===== config.mk =====
export PLATFORM = sky130hd
export DESIGN_NAME = icache_fill
export DESIGN_NICKNAME = d
export VERILOG_FILES = /design/src/rtl/icache_pkg.sv /design/src/rtl/icache_fill.sv
export SDC_FILE = /design/constraint.sdc
export NUM_CORES = 1
export LEC_CHECK = 0
export CORE_MARGIN = 2
export CORE_UTILIZATION = 29
export CTS_BUF_LIST = sky130_fd_sc_hd__clkbuf_8
export DETAILED_ROUTE_END_ITERATION = 12
export GPL_ROUTABILITY_DRIVEN = 0
export HOLD_SLACK_MARGIN = 0.1
export PLACE_DENSITY = 0.78
export SLEW_MARGIN = 25
export SYNTH_ARGS = -nofsm -noshare
export SYNTH_HDL_FRONTEND = slang
export SYNTH_SLANG_ARGS = --single-unit

===== constraint.sdc =====
create_clock -name clk -period 1.5 [get_ports clk]
set_input_delay 0.375 -clock clk [delete_from_list [all_inputs] [get_ports clk]]
set_output_delay 0.375 -clock clk [all_outputs]
set_load 0.005 [all_outputs]

===== src/rtl/icache_pkg.sv =====
// Shared defaults and FSM state type for the instruction-cache line-fill engine.
package icache_pkg;

    localparam int DEF_ADDR_SIZE      = 14;
    localparam int DEF_WORD_SIZE      = 32;
    localparam int DEF_WORDS_PER_LINE = 8;

    typedef enum logic [1:0] {
        ST_IDLE = 2'd0,
        ST_FILL = 2'd1,
        ST_DONE = 2'd2
    } fill_state_t;

endpackage


===== src/rtl/icache_fill.sv =====
// I-cache line fill engine: on an L1 miss it streams one whole line from memory
// into the L1, writing words in ascending offset order so the last write validates the line.
module icache_fill
    import icache_pkg::*;
#(
    parameter int ADDR_SIZE      = DEF_ADDR_SIZE,
    parameter int WORD_SIZE      = DEF_WORD_SIZE,
    parameter int WORDS_PER_LINE = DEF_WORDS_PER_LINE
) (
    input  logic                 clk,
    input  logic                 reset,
    input  logic                 fetch_valid,
    input  logic [ADDR_SIZE-1:0] fetch_addr,
    input  logic                 l1_hit,
    output logic [ADDR_SIZE-1:0] l1_addr,
    output logic                 l1_we,
    output logic [WORD_SIZE-1:0] l1_data,
    output logic                 stall,
    output logic                 mem_req_valid,
    input  logic                 mem_req_ready,
    output logic [ADDR_SIZE-1:0] mem_req_addr,
    input  logic                 mem_rsp_valid,
    input  logic [WORD_SIZE-1:0] mem_rsp_data,
    output fill_state_t          fill_state
);

    localparam int OFF    = $clog2(WORDS_PER_LINE);
    localparam int LINE_W = ADDR_SIZE - OFF;

    localparam logic [OFF:0] CNT_FULL = (OFF+1)'(WORDS_PER_LINE);
    localparam logic [OFF:0] CNT_LAST = (OFF+1)'(WORDS_PER_LINE - 1);

    localparam logic [1:0] IDLE = ST_IDLE;
    localparam logic [1:0] FILL = ST_FILL;
    localparam logic [1:0] DONE = ST_DONE;

    logic [1:0]        state;
    logic [1:0]        state_nxt;
    logic [OFF:0]      req_cnt;
    logic [OFF:0]      rsp_cnt;
    logic [LINE_W-1:0] line_addr;

    logic miss;
    logic req_fire;
    logic rsp_take;

    // Memory request channel: a request transfers on a cycle where mem_req_valid
    // and mem_req_ready are both high; once raised, valid and address hold until
    // that transfer. Responses return in request order and are never backpressured.

    assign miss     = (state == IDLE) && fetch_valid && !l1_hit;
    assign req_fire = mem_req_valid && mem_req_ready;
    // Counter guard keeps rsp_cnt from wrapping if memory ever over-delivers.
    assign rsp_take = (state == FILL) && mem_rsp_valid && (rsp_cnt < CNT_FULL);

    always_comb begin
        state_nxt = state;
        case (state)
            IDLE: if (miss) state_nxt = FILL;
            FILL: if (rsp_take && (rsp_cnt == CNT_LAST)) state_nxt = DONE;
            DONE: state_nxt = IDLE;
            default: state_nxt = IDLE;
        endcase
    end

    always_ff @(posedge clk or negedge reset) begin
        if (!reset) begin
            state     <= IDLE;
            req_cnt   <= '0;
            rsp_cnt   <= '0;
            line_addr <= '0;
        end else begin
            state <= state_nxt;
            case (state)
                IDLE: begin
                    if (miss) begin
                        line_addr <= fetch_addr[ADDR_SIZE-1:OFF];
                        req_cnt   <= '0;
                        rsp_cnt   <= '0;
                    end
                end
                FILL: begin
                    // Request and response can both land in one cycle; each counter moves independently.
                    if (req_fire) req_cnt <= req_cnt + 1'b1;
                    if (rsp_take) rsp_cnt <= rsp_cnt + 1'b1;
                end
                default: ;
            endcase
        end
    end

    always_comb begin
        l1_addr       = fetch_addr;
        l1_we         = 1'b0;
        l1_data       = '0;
        mem_req_valid = 1'b0;
        mem_req_addr  = '0;
        if (state == FILL) begin
            mem_req_valid = (req_cnt < CNT_FULL);
            mem_req_addr  = {line_addr, req_cnt[OFF-1:0]};
            l1_we         = rsp_take;
            l1_addr       = {line_addr, rsp_cnt[OFF-1:0]};
            l1_data       = mem_rsp_data;
        end
    end

    assign stall      = (state != IDLE) || (fetch_valid && !l1_hit);
    assign fill_state = fill_state_t'(state);

endmodule


==> impl_metrics.xml <==
<?xml version="1.0" encoding="UTF-8"?>
<metrics>
  <group name="synthesis">
    <metric name="ys_ff_latch" unit="">21</metric>
    <metric name="seq_total_area_yosys" unit="%">39.0</metric>
    <metric name="synthCells" unit="">166</metric>
    <metric name="syn-num-nets" unit="">220</metric>
    <metric name="ys_warn_count" unit="">0</metric>
    <metric name="yosys.cell_types.count" unit="">29</metric>
    <metric name="synthesis.area" unit="mm²">0.00135</metric>
    <metric name="postSynthAreaPerCell" unit="µm²">8.12</metric>
  </group>
  <group name="clock_tree">
    <metric name="cts_htree_levels" unit="">1</metric>
    <metric name="tritoncts_clock_tree" unit="">yes</metric>
    <metric name="clock_latency_of_the_later_clocked_register_in_the_worst_skew_pair" unit="ps">260</metric>
    <metric name="cts_buffer_depth" unit="">2</metric>
    <metric name="ctsRootBufferMaster" unit="">sky130_fd_sc_hd__clkbuf_8</metric>
    <metric name="cts_made_buffers" unit="">3</metric>
    <metric name="clock_sink_count" unit="">21</metric>
    <metric name="path_clk_slew" unit="ps">70</metric>
  </group>
  <group name="finish">
    <metric name="drive_gt1_share" unit="%">50.6</metric>
    <metric name="finish.net_count" unit="">375</metric>
    <metric name="insertedDiodeCount" unit="">0</metric>
    <metric name="layout-area-overhead-vs-synth" unit="%">128</metric>
    <metric name="final_common_cell" unit="">sky130_fd_sc_hd__clkdlybuf4s50_1</metric>
    <metric name="finalCoreUtilization" unit="%">69.7</metric>
    <metric name="layout.cells.most_common_list" unit="">50 x sky130_fd_sc_hd__clkdlybuf4s50_1, 32 x sky130_fd_sc_hd__nand2_1, 30 x sky130_fd_sc_hd__buf_2, 29 x sky130_fd_sc_hd__buf_6, 26 x sky130_fd_sc_hd__buf_4</metric>
  </group>
  <group name="worst_setup_path">
    <metric name="worstSetupPathType" unit="">reg2out</metric>
    <metric name="crit_arrival" unit="ps">1510</metric>
    <metric name="crit_path_max_incr_delay" unit="ps">390</metric>
    <metric name="worstPathBufferInverterCount" unit="">3</metric>
    <metric name="timing.reg2reg.worst_path_depth" unit="">6</metric>
    <metric name="origin_of_the_critical_flop_to_flop_path" unit="">fill_state[0]</metric>
    <metric name="path_delay_family" unit="">simple AND/OR/NAND/NOR gates</metric>
    <metric name="cp_data_required_time" unit="ps">1120</metric>
    <metric name="worstSetupEndpointType" unit="">output pin</metric>
    <metric name="timing.critical_path.slowest_stage_cell" unit="">sky130_fd_sc_hd__dfrtp_1</metric>
    <metric name="worstReg2RegEnd" unit="">rsp_cnt[2]</metric>
    <metric name="rrSetupSlack" unit="ps">-210</metric>
    <metric name="timing.critical_path.cells" unit="">and2b_4 &gt; buf_12 &gt; buf_8 &gt; and2_1 &gt; clkdlybuf4s15_2</metric>
    <metric name="crit_path_max_fanout" unit="">5</metric>
    <metric name="worst_setup_path_start_kind" unit="">flop</metric>
  </group>
  <group name="run_status">
    <metric name="status" unit="">finished with violations</metric>
    <metric name="failed_checks" unit="">setup timing</metric>
  </group>
  <group name="pwr">
    <metric name="p_leak" unit="nW">1.59</metric>
    <metric name="finalPower" unit="mW">5.24</metric>
    <metric name="power_density" unit="mW/mm²">1700</metric>
    <metric name="vdd_drop_max" unit="mV">1.09</metric>
  </group>
  <group name="placement">
    <metric name="numPortBuffers" unit="">116</metric>
    <metric name="place.detailed.hpwl" unit="µm">3440</metric>
    <metric name="place_ws" unit="ps">-464</metric>
  </group>
  <group name="timing">
    <metric name="rsz0062_at_grt" unit="">yes</metric>
    <metric name="max_slew.worst_pin.slew" unit="ps">270</metric>
    <metric name="post-route-worst-setup-slack" unit="ps">-381</metric>
    <metric name="worst_hold_slack" unit="ps">464</metric>
    <metric name="max-slew-margin-rel" unit="%">82.0</metric>
    <metric name="fmax" unit="MHz">532</metric>
    <metric name="setup_viol_count_final" unit="">84</metric>
    <metric name="finalMaxSlewViolations" unit="">0</metric>
    <metric name="hold_viol_final" unit="">0</metric>
    <metric name="timing.clock.skew" unit="ps">1.82</metric>
    <metric name="setup-tns-final" unit="ps">-19320</metric>
    <metric name="final_period_minus_worst_setup_slack" unit="ps">1880</metric>
    <metric name="final_min_period_over_clock_period" unit="%">125</metric>
  </group>
  <group name="drt">
    <metric name="first_pass_iters" unit="">4</metric>
    <metric name="postRouteAntennaNets" unit="">0</metric>
    <metric name="detailroute.via_count" unit="">1714</metric>
    <metric name="route.detailed.vias_per_inst" unit="">4.61</metric>
    <metric name="drcViolationCount" unit="">0</metric>
    <metric name="detailedRoute.firstIterationViolations" unit="">37</metric>
    <metric name="drt_wl_total" unit="µm">5360</metric>
    <metric name="routedWlPerCell" unit="µm">14.4</metric>
  </group>
  <group name="grt">
    <metric name="gr-usage-all-layers" unit="%">19.9</metric>
    <metric name="grt.overflow.total" unit="">0</metric>
    <metric name="antenna_found_initial" unit="">0</metric>
    <metric name="maximum_number_of_pins_on_one_net_before_global_route_repair" unit="">22</metric>
    <metric name="first_global_vias" unit="">1741</metric>
    <metric name="grt_pass1_wl" unit="µm">8260</metric>
  </group>
  <group name="worst_hold_path">
    <metric name="worst_hold_class" unit="">in2async</metric>
  </group>
  <group name="floorplanning">
    <metric name="dieWidth" unit="µm">72.2</metric>
    <metric name="die_h" unit="µm">72.2</metric>
    <metric name="fp_rows" unit="">24</metric>
    <metric name="core-area" unit="mm²">0.00441</metric>
    <metric name="die-area" unit="mm²">0.00521</metric>
    <metric name="num_io_pins" unit="">117</metric>
    <metric name="starting_density" unit="%">30.5</metric>
  </group>
  <group name="run">
    <metric name="timing.max_cap.violations" unit="">0</metric>
  </group>
</metrics>
cell usage after synthesis, drive strengths merged:
cell type  count  area (µm²)
and3           1        6.26
buf            3        21.3
a21o          11        82.6
o21ai          5        25.0
mux2i          1        10.0
and2          46         288
dfrtp         21         526
o211ai         1        7.51
nor3b          1        7.51
nand4bb        1        11.3
nand3          2        10.0
mux2           1        11.3
nor4b          1        15.0
and2b          1        7.51
and4bb         1        12.5
inv            3        11.3
nand4          1        6.26
nor2           6        22.5
nand2b         1        6.26
a31oi          1        6.26
nand2         44         165
clkbuf         7        27.5
a41oi          1        8.76
or4b           1        10.0
ha             2        25.0
a2bb2oi        1        8.76
a22o           1        8.76
metrics by stage:
stage                     area (µm²)  cells
after floorplan                 1390    166
after global placement          2740    346
after global routing            3080    372
after detailed placement        2740    346
after CTS                       3000    372
final                           3080    372
worst register-to-register path, stage by stage (launching register included):
cell,delay (ps)
sky130_fd_sc_hd__dfrtp_1,390
sky130_fd_sc_hd__buf_4,140
sky130_fd_sc_hd__buf_8,120
sky130_fd_sc_hd__or4b_4,570
sky130_fd_sc_hd__buf_8,170
sky130_fd_sc_hd__a2bb2oi_2,130
sky130_fd_sc_hd__o21ai_1,70
layer usage:
| layer | part of all wire, % | vias up | wire (µm) | GRT usage [%] |
|---|---|---|---|---|
| li1 | - | 845 | - | - |
| met1 | 38 | 800 | 2040 | 23.0 |
| met2 | 54 | 69 | 2870 | 38.2 |
| met3 | 8.4 | 0 | 452 | 5.00 |
| met4 | 0 | 0 | 0 | 1.26 |
| met5 | 0 | - | 0 | 0 |
what timing repair did:
item                                   in CTS  in global routing
buffers inserted                           16                  6
hold buffers                                0                  0
pin swaps                                   8                  8
cloned                                      6                  1
setup endpoints to repair                  80                 83
resized for setup                         260                 87
endpoints found under the hold margin       0                  0
worst max path at each step:
stage,startpoint,to,cells after the start
finish,fill_state[1],l1_data[11],5
global placement,fetch_valid,stall,4
CTS,fill_state[0],l1_addr[13],7
detailed placement,mem_rsp_valid,l1_we,4
floorplan,fill_state[1],l1_addr[10],4
global route,fill_state[0],l1_addr[13],6
state kept, by name, summed over array words and instances (netlist names):
register,cells
line_addr,11
fill_state,2
req_cnt,4
rsp_cnt,4
area by class of cell:
| type | instances | area (µm²) |
|---|---|---|
| multi-input cells | 132 | 921 |
| clock buffers | 3 | 41.3 |
| repair buffers | 160 | 1510 |
| flip-flops and latches | 21 | 526 |
| well taps | 52 | 65.1 |
| fillers | 334 | 1340 |
| inverters | 3 | 11.3 |
| clock inverters | 1 | 3.75 |
power by group:
| group | switching [mW] | total, mW | internal, mW |
|---|---|---|---|
| registers | 0.189 | 1.01 | 0.822 |
| clock network | 0.175 | 0.357 | 0.182 |
| logic | 1.44 | 3.87 | 2.43 |
| total | 1.80 | 5.24 | 3.43 |
logic make-up (layout without fill, tap and decap cells):
| family | count (synthesis) | after routing | synth area share (%) |
|---|---|---|---|
| adders and majority gates | 2 | 2 | 1.86 |
| AOI/OAI and AO/OA | 21 | 21 | 11.0 |
| muxes | 2 | 2 | 1.58 |
| buffers and inverters | 13 | 167 | 4.46 |
| DFF | 21 | 21 | 39.0 |
| and+or+nand+nor | 107 | 107 | 42.2 |
(Power assumes the default switching activity.)
